**src/rtl/gtx_rx_sync_if.sv**
```systemverilog
// GTX RX lane bus: raw K-flag/data words in,
// aligned payload, lock and error status out.
interface gtx_rx_sync_if #(
  parameter int BYTES = 2
);
  logic [BYTES-1:0]   ctrl_i;
  logic [8*BYTES-1:0] data_i;
  logic [8*BYTES-1:0] data_o;
  logic               data_vld_o;
  logic               locked_o;
  logic [15:0]        err_cnt_o;

  modport master (
    output ctrl_i,
    output data_i,
    input  data_o,
    input  data_vld_o,
    input  locked_o,
    input  err_cnt_o
  );

  modport slave (
    input  ctrl_i,
    input  data_i,
    output data_o,
    output data_vld_o,
    output locked_o,
    output err_cnt_o
  );
endinterface

```
**src/rtl/gtx_rx_sync.sv**
```systemverilog
// GTX RX comma lock FSM with hysteresis and payload forwarding.
// Optional error counter: define GTX_RX_SYNC_ERR_CNT_EN.
module gtx_rx_sync #(
  parameter int          BYTES    = 2,
  parameter logic [7:0]  COMMA    = 8'hBC,
  parameter int          LOCK_CNT = 4,
  parameter int          LOSS_CNT = 4
) (
  input  logic          clk_i,
  input  logic          rst_i,
  gtx_rx_sync_if.slave  rx
);

  localparam logic [7:0] LOCK_C = 8'(LOCK_CNT);
  localparam logic [7:0] LOSS_C = 8'(LOSS_CNT);

  typedef enum logic [1:0] {
    HUNT   = 2'd0,
    CHECK  = 2'd1,
    LOCKED = 2'd2
  } state_t;

  state_t     state_q, state_nx;
  logic [7:0] good_q, good_nx;
  logic [7:0] bad_q, bad_nx;

  logic all_comma;
  logic is_comma;
  logic is_data;
  logic is_inv;

  // every byte of the word equals the comma character
  always_comb begin
    all_comma = 1'b1;
    for (int b = 0; b < BYTES; b++) begin
      if (rx.data_i[8*b +: 8] != COMMA)
        all_comma = 1'b0;
    end
  end

  assign is_comma = (&rx.ctrl_i) & all_comma;
  assign is_data  = ~|rx.ctrl_i;
  assign is_inv   = ~is_comma & ~is_data;

  // state and hysteresis counters
  always_ff @(posedge clk_i or posedge rst_i) begin
    if (rst_i) begin
      state_q <= HUNT;
      good_q  <= '0;
      bad_q   <= '0;
    end else begin
      state_q <= state_nx;
      good_q  <= good_nx;
      bad_q   <= bad_nx;
    end
  end

  // lock entry/loss decisions
  always_comb begin
    state_nx = state_q;
    good_nx  = good_q;
    bad_nx   = bad_q;
    unique case (state_q)
      HUNT: begin
        if (is_comma) begin
          good_nx  = 8'd1;
          state_nx = (LOCK_C == 8'd1) ? LOCKED : CHECK;
        end
      end
      CHECK: begin
        unique case (1'b1)
          is_comma: begin
            good_nx = good_q + 8'd1;
            if (good_q + 8'd1 == LOCK_C)
              state_nx = LOCKED;
          end
          is_data: begin
            good_nx = good_q;
          end
          default: begin
            good_nx  = '0;
            state_nx = HUNT;
          end
        endcase
      end
      LOCKED: begin
        if (is_inv) begin
          if (bad_q + 8'd1 == LOSS_C) begin
            bad_nx   = '0;
            good_nx  = '0;
            state_nx = HUNT;
          end else begin
            bad_nx = bad_q + 8'd1;
          end
        end else begin
          bad_nx = '0;
        end
      end
      default: begin
        state_nx = HUNT;
        good_nx  = '0;
        bad_nx   = '0;
      end
    endcase
  end

  logic               locked_q;
  logic               vld_q;
  logic [8*BYTES-1:0] data_q;

  // lock flag tracks the state being entered
  always_ff @(posedge clk_i or posedge rst_i) begin
    if (rst_i)
      locked_q <= 1'b0;
    else
      locked_q <= (state_nx == LOCKED);
  end

  // forward DATA words seen while already locked
  always_ff @(posedge clk_i or posedge rst_i) begin
    if (rst_i) begin
      vld_q  <= 1'b0;
      data_q <= '0;
    end else begin
      vld_q <= (state_q == LOCKED) && is_data;
      if ((state_q == LOCKED) && is_data)
        data_q <= rx.data_i;
    end
  end

  assign rx.locked_o   = locked_q;
  assign rx.data_vld_o = vld_q;
  assign rx.data_o     = data_q;

`ifdef GTX_RX_SYNC_ERR_CNT_EN
  logic [15:0] err_q;

  // saturating count of bad words while locked
  always_ff @(posedge clk_i or posedge rst_i) begin
    if (rst_i)
      err_q <= '0;
    else if ((state_q == LOCKED) && is_inv
             && (err_q != 16'hFFFF))
      err_q <= err_q + 16'd1;
  end

  assign rx.err_cnt_o = err_q;
`else
  assign rx.err_cnt_o = 16'h0000;
`endif

endmodule

```
**src/flat_wrapper.sv**
```systemverilog
// flat-port wrapper written by rule: the top's interface ports become plain ports
module gtx_rx_sync_flat 
#(
  parameter int          BYTES    = 2,
  parameter logic [7:0]  COMMA    = 8'hBC,
  parameter int          LOCK_CNT = 4,
  parameter int          LOSS_CNT = 4
)
  (clk_i, rst_i, rx_ctrl_i, rx_data_i, rx_data_o, rx_data_vld_o, rx_locked_o, rx_err_cnt_o);
  gtx_rx_sync_if #(.BYTES(BYTES)) rx_i ();
  input  logic clk_i;
  input  logic rst_i;
  input wire logic [$bits(rx_i.ctrl_i)-1:0] rx_ctrl_i;
  input wire logic [$bits(rx_i.data_i)-1:0] rx_data_i;
  output wire logic [$bits(rx_i.data_o)-1:0] rx_data_o;
  output wire logic [$bits(rx_i.data_vld_o)-1:0] rx_data_vld_o;
  output wire logic [$bits(rx_i.locked_o)-1:0] rx_locked_o;
  output wire logic [$bits(rx_i.err_cnt_o)-1:0] rx_err_cnt_o;
  assign rx_i.ctrl_i = rx_ctrl_i;
  assign rx_i.data_i = rx_data_i;
  assign rx_data_o = rx_i.data_o;
  assign rx_data_vld_o = rx_i.data_vld_o;
  assign rx_locked_o = rx_i.locked_o;
  assign rx_err_cnt_o = rx_i.err_cnt_o;
  gtx_rx_sync #(.BYTES(BYTES), .COMMA(COMMA), .LOCK_CNT(LOCK_CNT), .LOSS_CNT(LOSS_CNT)) u_core (.clk_i(clk_i), .rst_i(rst_i), .rx(rx_i));
endmodule
```
**config.mk**
```make
export PLATFORM = sky130hd
export DESIGN_NAME = gtx_rx_sync_flat
export DESIGN_NICKNAME = d
export VERILOG_FILES = /design/src/rtl/gtx_rx_sync_if.sv /design/src/rtl/gtx_rx_sync.sv /design/src/flat_wrapper.sv
export SDC_FILE = /design/constraint.sdc
export NUM_CORES = 1
export LEC_CHECK = 0
export ABC_AREA = 1
export CORE_ASPECT_RATIO = 0.7
export CORE_MARGIN = 2
export CORE_UTILIZATION = 45
export CTS_CLUSTER_DIAMETER = 150
export DETAILED_ROUTE_END_ITERATION = 7
export HOLD_SLACK_MARGIN = 0.02
export PLACE_DENSITY_LB_ADDON = 0.12
export SLEW_MARGIN = 25
export SYNTH_ARGS = -nofsm -noshare
export SYNTH_HDL_FRONTEND = slang
export SYNTH_SLANG_ARGS = --single-unit
```
**constraint.sdc**
```tcl
create_clock -name clk_i -period 2.5 [get_ports clk_i]
set_input_delay 0.75 -clock clk_i [delete_from_list [all_inputs] [get_ports clk_i]]
set_output_delay 0.75 -clock clk_i [all_outputs]
set_load 0.005 [all_outputs]
```
# Word level (Yosys, flattened, before mapping)
# Index checks and enable logic that the tools add are counted.
# W data, S select, Z words.
[op_classes]
reduce_logical = 7
eq_ne = 11
muxes = 16
bitwise_logic = 3
add_sub_neg = 2
[op_table]
columns = ["operator", "n"]
rows = [
  ["$mux W8", 5],
  ["$pmux W8 S2", 2],
  ["$pmux W8 S3", 1],
  ["$add A8 B1 Y8 const B", 2],
  ["$eq A8 B3 Y1 const B", 2],
  ["$ne A8 B8 Y1 const B", 2],
  ["$mux W2", 4],
  ["$ne A2 B1 Y1 const B", 3],
  ["$pmux W2 S3", 1],
  ["$eq A2 B2 Y1 const B", 2],
  ["$pmux W2 S2", 1],
  ["$reduce_and A4 Y1", 1],
  ["$reduce_or A2 Y1", 2],
  ["$and A1 B1 Y1", 2],
  ["$eq A2 B1 Y1 const B", 1],
  ["$logic_not A2 Y1", 1],
  ["$mux W1", 2],
  ["$ne A2 B2 Y1 const B", 1],
  ["$reduce_and A2 Y1", 1],
  ["$logic_and A1 B1 Y1", 1],
  ["$logic_not A1 Y1", 1],
  ["$not A1 Y1", 1],
]
[totals]
input_bits = 20
register_bits = 36

# Depth between registers and ports, before layout
# Gate-level depths: netlist (run 1).
[logic_depth]
depth_word = 9
depth_mapped = 12
depth_no_buf = 12

# Worst setup path after synthesis (run 1)
# Ideal clock, no wire load.
[synth_timing]
kind = "input to register"
startpoint = "input port rx_data_i[14]"
endpoint = "register u_core.good_q[6]"
cell_stages = 10
setup_time_ps = 117
path_slack_ps = 821
arrival_time_ps = 1563
n_path_buf = 0
cell_sequence = "inv_1 > nand2_1 > nor2_1 > nand3_1 > nor2_2 > nand2_1 > nand3_1 > nand3_4 > nand2_1 > nand2_1"
[synth_via]
elab_chain_len = 7
elab_cells_between_ends = 10
[synth_rtl]
columns = ["item", "line", "source"]
rows = [
  ["start: declaration", "flat_wrapper.sv:14", "input wire logic [$bits(rx_i.data_i)-1:0] rx_data_i;"],
  ["$ne A8 B8 Y1 (*)", "gtx_rx_sync.sv:36", "if (rx.data_i[8*b +: 8] != COMMA)"],
  ["$mux W1 (*)", "gtx_rx_sync.sv:36", ""],
  ["$and A1 B1 Y1 (*)", "gtx_rx_sync.sv:41", "assign is_comma = (&rx.ctrl_i) & all_comma;"],
  ["$not A1 Y1", "gtx_rx_sync.sv:43", "assign is_inv = ~is_comma & ~is_data;"],
  ["$and A1 B1 Y1", "gtx_rx_sync.sv:43", ""],
  ["$ne A2 B1 Y1 (no line)", "n/a", ""],
  ["$reduce_and A4 Y1 (no line)", "n/a", ""],
  ["end signal: assignment", "gtx_rx_sync.sv:53", "good_q <= good_nx;"],
  ["end: declaration", "gtx_rx_sync.sv:24", "logic [7:0] good_q, good_nx;"],
]
# Every way passes the cells marked *; elsewhere a longest branch is shown, timed or not.
# A chain may end at the register's enable or synchronous reset.

# Worst setup path in the final report (run 1)
[layout_timing]
startpoint = "input port rx_data_i[4]"
endpoint = "register u_core.good_q[1]"
[layout_via]
elab_chain_len = 8
elab_cells_between_ends = 11
[layout_rtl]
columns = ["item", "line"]
rows = [
  ["$ne A8 B8 Y1 (*)", "gtx_rx_sync.sv:36"],
  ["$mux W1 (*) (2 in series)", "gtx_rx_sync.sv:36"],
  ["$and A1 B1 Y1 (*)", "gtx_rx_sync.sv:41"],
  ["$not A1 Y1", "gtx_rx_sync.sv:43"],
  ["$and A1 B1 Y1", "gtx_rx_sync.sv:43"],
  ["$ne A2 B1 Y1 (no line)", "n/a"],
  ["$reduce_and A4 Y1 (no line)", "n/a"],
]
# Marked as above.

==> results of run 1 <==
## critical path: stages
cell and delay [ns]:
clkdlybuf4s50_1 0.48, nand2_1 0.05, nor2_1 0.12, nand3_1 0.11, nor2_2 0.23, nand2_1 0.07, nand3_1 0.14, nand3_4 0.14
nand2_1 0.08, nand2_1 0.05
## flip-flops by register name (all words and copies together), names as in the netlist
name	cells
u_core.rx.data_vld_o	1
u_core.rx.locked_o	1
u_core.bad_q	8
u_core.rx.data_o	16
u_core.state_q	2
u_core.good_q	8
## power by group through the flow
stage,Combinational (mW),Clock (mW),Sequential (mW)
after floorplan,0.0483,0,0.610
after global placement,0.0914,0,0.609
after detailed placement,0.0918,0,0.609
after CTS,0.0920,0.444,0.598
after global routing,0.103,0.470,0.599
final,0.0902,0.426,0.598
## per-stage QoR
step	hold WS, ns	std cells	area [sq um]
floorplan	0.442	265	2030
global placement	0.454	339	2340
detailed placement	0.462	339	2340
CTS	0.484	347	2430
global route	0.499	347	2430
finish	0.480	347	2430
## worst min-delay path by stage
stage / start / end / slack, ns / depth (start not counted)
after floorplan: u_core.good_q[5]$_DFFE_PP0P_ / u_core.good_q[5]$_DFFE_PP0P_ / 0.44 / 2
after global placement: u_core.rx.data_o[3]$_DFFE_PP0P_ / u_core.rx.data_o[3]$_DFFE_PP0P_ / 0.45 / 2
after detailed placement: u_core.rx.data_o[7]$_DFFE_PP0P_ / u_core.rx.data_o[7]$_DFFE_PP0P_ / 0.46 / 2
after CTS: u_core.rx.data_o[7]$_DFFE_PP0P_ / u_core.rx.data_o[7]$_DFFE_PP0P_ / 0.48 / 2
after global routing: u_core.rx.data_o[5]$_DFFE_PP0P_ / u_core.rx.data_o[5]$_DFFE_PP0P_ / 0.50 / 2
final: u_core.rx.data_o[3]$_DFFE_PP0P_ / u_core.rx.data_o[3]$_DFFE_PP0P_ / 0.48 / 2
## metal layers
layer | GRT usage | up-vias | share of wire
li1 | - | 823 | -
met1 | 0.244 | 643 | 0.55
met2 | 0.217 | 40 | 0.37
met3 | 0.0599 | 5 | 0.067
met4 | 0.0703 | 0 | 0.012
met5 | 0 | - | 0
## cells in the final DEF, fill, tap and decap left out
cell type,n
nand2_1,91
clkdlybuf4s50_1,37
dfrtp_1,36
inv_1,23
conb_1,16
nand3_1,13
nor2_1,12
o21ai_0,10
o21ai_1,8
clkbuf_8,6
nor2_2,5
xor2_1,5
nand2_4,3
nor3_1,3
inv_2,3
nand3_2,2
nand2_2,2
nor2_4,2
a21oi_1,2
ha_1,2
buf_4,2
xor2_2,1
inv_6,1
nand3_4,1
nand3b_1,1
xnor2_1,1
or2_2,1
o22ai_1,1
clkbuf_1,1
clkinvlp_4,1
## final cells by class
cell class / instances / area share
flip-flops and latches: 36 / 0.370
clock inverters: 1 / 0.00308
repair buffers: 39 / 0.158
multi-input cells: 182 / 0.361
clock buffers: 7 / 0.0355
well taps: 55 / 0.0283
inverters: 27 / 0.0437
## kinds of logic (layout without fill, tap and decap cells)
| family | after synthesis | count (layout) |
|---|---|---|
| other cells | 1 | 16 |
| fa+ha+maj | 2 | 2 |
| xor+xnor | 7 | 7 |
| simple gates | 136 | 136 |
| buf+inv | 47 | 74 |
| flops | 36 | 36 |
| compound gates | 21 | 21 |
==> run_results.csv, run 1 <==
group,metric,value,unit
run_status,status,"finished clean",
pwr,cellPowerDensity,458,nW/um^2
final_layout,syn2layout_area_growth,23.4,%
cts,htreeDepth,2,
pwr,power_frac_clock,0.383,
global_route,grt_util_all_layers,0.165,
synth,synth-compound-area-share,0.0539,
synth,synthTopCellsByCount,"91 x nand2_1, 36 x dfrtp_1, 23 x inv_1",
synth,syn_inst,250,
worst_setup_path,endpoint,"u_core.good_q[1]$_DFFE_PP0P_",
detailed_routing,drc_errors,0,
timing,finalSetupViolations,0,
worst_setup_path,crit_arrival,2.23,ns
detailed_routing,routedWlPerCell,10.8,um
floorplanning,chipWidth,83.1,um
cts,cts_tree,"built",
synth,synth-seq-area-share,0.457,
timing,final_max_slew_viol_count,0,
detailed_routing,vias_per_cell,4.35,
global_route,grt_overflow_total,0,
synth,synthFlopType,"dfrtp_1",
pwr,seqPwrFrac,0.537,
synth,ys_types,27,
floorplanning,rows,20,
worst_setup_path,cp_max_fo,8,
timing,max_freq,488,MHz
placed_design,port-buffer-count,37,
worst_setup_path,startpoint_type,"primary input",
worst_setup_path,r2r_end,"u_core.good_q[1]$_DFFE_PP0P_",
pwr,ir_worst_vdd,0.000216,V
cts,cts-hold-fix-buffers,0,
synth,yosysTopAreaCell,"dfrtp_1",
flow_run,cap_violations,0,
synth,synth.avg_cell_area,7.89,sq um
pwr,combPwrFrac,0.081,
final_layout,final_nets,313,
min_path,hold_class,"reg -> reg",
global_route,grt_pass1_vias,1362,
final_layout,antenna_cells,0,
timing,period_minus_slack,2.05,ns
timing,finalHoldViolations,0,
final_layout,drive_gt1_frac,0.103,
floorplanning,dieArea,4940,sq um
timing,timing.slew.headroom,0.588,
worst_setup_path,required,2.68,ns
timing,fin_skew,0.00484,ns
final_layout,utilization,0.569,
cts,cts_sinks,36,
detailed_routing,via_count,1511,
cts,numCtsBuffers,5,
worst_setup_path,r2r_cells,12,
cts,cts_root_buffer,"clkbuf_8",
pwr,power_leakage,1.22,nW
placed_design,globalplace.congestion,0.854,
synth,synth.area.top_cells,"dfrtp_1 46%, nand2_1 17%, buf_4 6.5%",
pwr,p_sw,0.248,mW
cts,clk_latency,0.29,ns
synth,yosysWarnings,0,
worst_setup_path,critPathKind,"in -> reg",
worst_setup_path,r2r_start,"u_core.bad_q[1]$_DFFE_PP0N_",
timing,grt_setup_unrepaired,"no",
placed_design,dp_hpwl,2.79,mm
synth,synth_fa_ha_area_frac,0.0127,
detailed_routing,drtPass1Iterations,4,
cts,cts_resized,0,
synth,synth-seq-cells,36,
detailed_routing,antenna_left,0,
floorplanning,core-area,4280,sq um
synth,synth_top_family_by_area,"simple AND/OR/NAND/NOR gates",
synth,netlist_area,1970,sq um
synth,yosys.area.top_type_share,0.457,
final_layout,multi_input_area,878,sq um
floorplanning,start_util,0.461,
timing,fin_ws,0.452,ns
global_route,antenna_found_initial,0,
floorplanning,io_pins,54,
worst_setup_path,r2r_slack,0.86,ns
synth,synthMuxAreaShare,0,
final_layout,fillCellCount,400,
global_route,grt_max_degree,37,
pwr,intPower,0.867,mW
synth,synthXorXnorAreaFrac,0.0349,
pwr,p_total,1.11,mW
cts,cts.clk_slew.worst_paths,0.07,ns
floorplanning,die_h,59.4,um
synth,async_flop_share,1.00,
detailed_routing,drtIter0Drc,63,
worst_setup_path,cp-end-kind,"register",
timing,finalSetupTns,0,ns
synth,synthSimpleGateAreaFrac,0.313,
cts,cts_setup_buffers,0,
timing,period_share,0.819,
global_route,grt_pass1_wl,6.31,mm
timing,max_slew.worst_pin.slew,0.618,ns
placed_design,dp_slack,0.124,ns
pwr,switching_share,0.223,
detailed_routing,routed_wl,3.74,mm
worst_setup_path,startpoint,"rx_data_i[4]",
cts,cts.path.max_buffers,2,
synth,yosysMostFrequentCell,"nand2_1",
synth,synth_edf_count,0,
final_layout,ff_latch_area,901,sq um
Power figures use the tool's default switching activity.
==> run 2: changes to the inputs <==
==> constraint.sdc (replaced) <==
create_clock -name clk_i -period 2 [get_ports clk_i]
set_input_delay 0.6 -clock clk_i [delete_from_list [all_inputs] [get_ports clk_i]]
set_output_delay 0.6 -clock clk_i [all_outputs]
set_load 0.005 [all_outputs]
==> run 2 against run 1 <==
Against the previous run: final cell count grew 2.9%; clock skew shrank 0.0016 ns; core utilization grew 3.5 points; critical path type unchanged; largest power group unchanged.
==> run_results.csv, run 2 (synthesis gave the netlist of run 1 again) <==
group,metric,value,unit
run_status,status,"finished clean",
final_layout,utilization,0.604,
pwr,power_leakage,1.31,nW
detailed_routing,routedWlPerCell,10.9,um
detailed_routing,via_count,1565,
min_path,hold_class,"reg -> reg",
floorplanning,start_util,0.461,
worst_setup_path,endpoint,"u_core.good_q[2]$_DFFE_PP0P_",
worst_setup_path,crit_arrival,2.03,ns
floorplanning,core-area,4280,sq um
cts,cts_setup_buffers,0,
pwr,cellPowerDensity,612,nW/um^2
cts,cts_sinks,36,
detailed_routing,drc_errors,0,
worst_setup_path,startpoint_type,"primary input",
cts,clk_latency,0.29,ns
worst_setup_path,cp_slowest_cell,"clkdlybuf4s50_1",
cts,numCtsBuffers,5,
cts,cts.clk_slew.worst_paths,0.07,ns
worst_setup_path,required,2.18,ns
final_layout,drive_gt1_frac,0.146,
worst_setup_path,r2r_end,"u_core.good_q[2]$_DFFE_PP0P_",
worst_setup_path,cpPeakStageDelay,0.49,ns
final_layout,final_nets,323,
final_layout,syn2layout_area_growth,31.0,%
worst_setup_path,crit_top_cell,"nand2_1",
worst_setup_path,cp-end-kind,"register",
detailed_routing,antenna_left,0,
cts,cts.path.max_buffers,2,
global_route,grt_pass1_wl,6.67,mm
final_layout,ff_latch_area,901,sq um
timing,finalSetupTns,0,ns
worst_setup_path,r2r_slack,0.32,ns
final_layout,final_cell_mix,"91 x nand2_1, 37 x clkdlybuf4s50_1, 36 x dfrtp_1, 23 x inv_1, 16 x conb_1",
global_route,grt_max_degree,37,
pwr,ir_worst_vdd,0.000359,V
worst_setup_path,path_cells,"clkdlybuf4s50_1, nand2_1, nor2_1, nand3_1, nor2_4, nand2_1, nand3_2, nand3_4, nand2_1, nand2_1",
final_layout,fillCellCount,382,
timing,max_freq,542,MHz
floorplanning,dieArea,4940,sq um
cts,cts_tree,"built",
worst_setup_path,r2r_cells,10,
worst_setup_path,cp_max_fo,8,
timing,finalSetupViolations,0,
detailed_routing,vias_per_cell,4.38,
final_layout,largest_reg_flops,16,
floorplanning,rows,20,
final_layout,antenna_cells,0,
min_path,hold_path.startpoint,"u_core.rx.data_o[12]$_DFFE_PP0P_",
worst_setup_path,startpoint,"rx_data_i[4]",
floorplanning,die_h,59.4,um
worst_setup_path,critPathKind,"in -> reg",
global_route,antenna_found_initial,0,
floorplanning,io_pins,54,
floorplanning,chipWidth,83.1,um
worst_setup_path,r2r_start,"u_core.bad_q[1]$_DFFE_PP0N_",
final_layout,final_common_cell,"nand2_1",
timing,period_minus_slack,1.85,ns
timing,fin_skew,0.00327,ns
placed_design,port-buffer-count,37,
global_route,grt_overflow_total,0,
global_route,grt_pass1_vias,1456,
placed_design,globalplace.congestion,0.836,
final_layout,multi_input_area,896,sq um
timing,final_max_slew_viol_count,0,
flow_run,cap_violations,0,
detailed_routing,routed_wl,3.91,mm
placed_design,dp_hpwl,2.90,mm
detailed_routing,drtPass1Iterations,4,
detailed_routing,drtIter0Drc,80,
cts,cts_root_buffer,"clkbuf_8",
timing,finalHoldViolations,0,
cts,htreeDepth,2,
global_route,grt_util_all_layers,0.176,
timing,period_share,0.923,
[run 2: cell count changes in the layout (fill, tap and decap cells not counted)]
cell / delta
nor2_4: +1
buf_4: +8
clkbuf_8: +1
clkbuf_1: -1
bufinv_16: +1
clkinvlp_4: -1
nand3_2: +2
nand3_1: -2
buf_12: +2
nor2_1: -1
[run 2: layer usage]
| metal | track usage | part of all wire | up-vias |
|---|---|---|---|
| met1 | 0.246 | 0.50 | 676 |
| met5 | 0 | 0 | - |
| met2 | 0.249 | 0.40 | 44 |
| met3 | 0.0682 | 0.082 | 5 |
| li1 | - | - | 840 |
| met4 | 0.0632 | 0.012 | 0 |
[run 2: how the worst min path moves through the flow]
| stage | end | slack (ns) | cells past startpoint |
|---|---|---|---|
| floorplan | u_core.good_q[5]$_DFFE_PP0P_ | 0.44 | 2 |
| global placement | u_core.rx.data_o[13]$_DFFE_PP0P_ | 0.46 | 2 |
| detailed placement | u_core.rx.data_o[12]$_DFFE_PP0P_ | 0.46 | 2 |
| CTS | u_core.rx.data_o[12]$_DFFE_PP0P_ | 0.48 | 2 |
| global route | u_core.rx.data_o[12]$_DFFE_PP0P_ | 0.50 | 2 |
| finish | u_core.rx.data_o[12]$_DFFE_PP0P_ | 0.48 | 2 |
[run 2: worst max-delay path, delay by kind of cell]
kind,cells,cell delay [ns]
buffers and inverters,1,0.49
and+or+nand+nor,9,0.94
[run 2: what timing repair did]
action | in CTS | in global routing
endpoints found under the setup margin | 0 | 13
gates resized for setup | 0 | 4
hold buffers | 0 | 0
[run 2: cell type report]
class	count	area share
clock buffer	7	0.0373
clock inverter	1	0.0116
inverter	27	0.0412
multi-input combinational	182	0.347
sequential	36	0.349
tap	55	0.0266
timing repair buffer	49	0.188
[run 2: per-stage QoR]
step	hold slack, ns	worst slack (ns)	total power, mW	std cells	area (sq um)
floorplan	0.442	0.471	0.822	265	2030
global placement	0.455	-0.212	0.891	349	2440
detailed placement	0.458	-0.254	0.891	349	2440
CTS	0.476	0.0587	1.60	357	2570
global route	0.496	-0.0113	1.65	357	2580
finish	0.476	0.154	1.58	357	2580
[run 2: where the power goes]
part           internal (mW)  total [mW]  switching, mW
clock                  0.440       0.704          0.264
combinational         0.0757       0.129         0.0532
sequential             0.740       0.748        0.00743
total                   1.26        1.58          0.325
==> run 3: changes to the inputs <==
--- a/config.mk
+++ b/config.mk
@@ -8,7 +8,7 @@
 export ABC_AREA = 1
 export CORE_ASPECT_RATIO = 0.7
 export CORE_MARGIN = 2
-export CORE_UTILIZATION = 45
+export CORE_UTILIZATION = 40
 export CTS_CLUSTER_DIAMETER = 150
 export DETAILED_ROUTE_END_ITERATION = 7
 export HOLD_SLACK_MARGIN = 0.02
==> run 3 against run 2 <==
Against the previous run: die area up 12%; sequential power about the same; register-to-register slack about the same; via count up 1.2%; combinational power about the same; clock skew up 0.0035 ns; critical endpoint is now u_core.good_q[1]$_DFFE_PP0P_; largest cell class unchanged.
==> run_results.csv, run 3 (synthesis gave the netlist of run 1 again) <==
group,metric,value,unit
placed_design,port-buffer-count,37,
timing,max_freq,523,MHz
pwr,power_leakage,1.28,nW
floorplanning,io_pins,54,
timing,period_minus_slack,1.91,ns
worst_setup_path,crit_arrival,2.13,ns
detailed_routing,vias_per_cell,4.29,
placed_design,dp_hpwl,2.90,mm
flow_run,cap_violations,0,
final_layout,fillCellCount,480,
floorplanning,core-area,4760,sq um
placed_design,dp_slack,-0.230,ns
run_status,status,"finished clean",
min_path,hold_path.startpoint,"u_core.rx.data_o[12]$_DFFE_PP0P_",
worst_setup_path,required,2.22,ns
worst_setup_path,startpoint,"rx_data_i[10]",
detailed_routing,drtPass1Iterations,4,
detailed_routing,via_count,1584,
final_layout,final_nets,321,
detailed_routing,drc_errors,0,
cts,cts_sinks,36,
worst_setup_path,r2r_start,"u_core.bad_q[0]$_DFFE_PP0N_",
detailed_routing,routed_wl,3.92,mm
worst_setup_path,cp_max_fo,8,
cts,cts.clk_slew.worst_paths,0.07,ns
final_layout,antenna_cells,0,
timing,final_max_slew_viol_count,0,
floorplanning,dieArea,5520,sq um
floorplanning,start_util,0.415,
final_layout,design_area,2540,sq um
detailed_routing,drtIter0Drc,68,
worst_setup_path,startpoint_type,"primary input",
pwr,cellPowerDensity,553,nW/um^2
timing,period_share,0.956,
cts,cts-hold-fix-buffers,0,
cts,htreeDepth,2,
detailed_routing,antenna_left,0,
timing,grt_setup_unrepaired,"yes",
cts,numCtsBuffers,5,
worst_setup_path,cp-end-kind,"register",
timing,fin_skew,0.00675,ns
final_layout,drive_gt1_frac,0.127,
global_route,grt_pass1_wl,7.20,mm
global_route,grt_pass1_vias,1541,
cts,cts_resized,0,
cts,cts_root_buffer,"clkbuf_8",
cts,cts_setup_buffers,0,
global_route,grt_max_degree,37,
cts,clk_latency,0.29,ns
worst_setup_path,critPathKind,"in -> reg",
min_path,hold_class,"reg -> reg",
timing,fin_ws,0.0884,ns
timing,finalHoldViolations,0,
global_route,grt_util_all_layers,0.166,
floorplanning,rows,21,
timing,finalSetupTns,0,ns
final_layout,final_common_cell,"nand2_1",
final_layout,syn2layout_area_growth,28.9,%
global_route,grt_overflow_total,0,
placed_design,placedInstanceArea,2440,sq um
final_layout,final_cell_mix,"91 x nand2_1, 37 x clkdlybuf4s50_1, 36 x dfrtp_1, 23 x inv_1, 16 x conb_1",
floorplanning,chipWidth,87.9,um
timing,finalSetupViolations,0,
detailed_routing,routedWlPerCell,10.6,um
pwr,p_total,1.41,mW
pwr,ir_worst_vdd,0.000276,V
cts,cts_tree,"built",
placed_design,globalplace.congestion,0.818,
cts,cts.path.max_buffers,2,
final_layout,largest_reg_flops,16,
global_route,antenna_found_initial,0,
floorplanning,die_h,62.7,um
[run 3: cell count changes in the layout (fill, tap and decap cells not counted), sizes merged]
cell,delta
buf,-2
clkbuf,+1
bufinv,-1
[run 3: path summary, 6_finish.rpt]
path | end | slack, ns | depth (start not counted)
min in group asynchronous | u_core.bad_q[2]$_DFFE_PP0N_ | 0.66 | 3
max | u_core.good_q[1]$_DFFE_PP0P_ | 0.09 | 11
max in group asynchronous | u_core.good_q[2]$_DFFE_PP0P_ | 1.15 | 3
max reg2reg | u_core.good_q[1]$_DFFE_PP0P_ | 0.32 | 10
min reg2reg | u_core.rx.data_o[12]$_DFFE_PP0P_ | 0.47 | 2
min | u_core.rx.data_o[12]$_DFFE_PP0P_ | 0.47 | 2
[run 3: critical path, cell delays in order]
cell and delay [ns]:
clkdlybuf4s50_1 0.49, nand2_1 0.06, nor2_1 0.17, nand3_1 0.15, nor2_4 0.16, nor2_1 0.07, inv_1 0.09, nand2_1 0.09
nand3_4 0.14, nand2_1 0.06, nand2_1 0.06
[run 3: layout make-up]
cell class	count	area (sq um)	share of cell area
multi-input cells	182	888	0.349
well taps	69	86.3	0.0340
inverters	27	106	0.0418
repair buffers	47	470	0.185
clock buffers	8	90.1	0.0354
flip-flops and latches	36	901	0.354
[run 3: power by group]
group | switching [mW] | internal, mW
logic | 0.0525 | 0.0731
registers | 0.00711 | 0.740
clock network | 0.253 | 0.281
[run 3: through the flow]
stage	util	std cells	hold slack, ns
after global placement	0.514	361	0.457
after global routing	0.535	369	0.507
after CTS	0.532	369	0.478
final	0.535	369	0.471
after floorplan	-	265	0.442
after detailed placement	0.514	361	0.461
[run 3: routing by layer]
| metal | track usage | share of wire | vias to the layer above |
|---|---|---|---|
| li1 | - | - | 834 |
| met3 | 0.0396 | 0.044 | 5 |
| met1 | 0.245 | 0.51 | 709 |
| met2 | 0.241 | 0.43 | 36 |
| met5 | 0 | 0 | - |
| met4 | 0.0519 | 0.0097 | 0 |
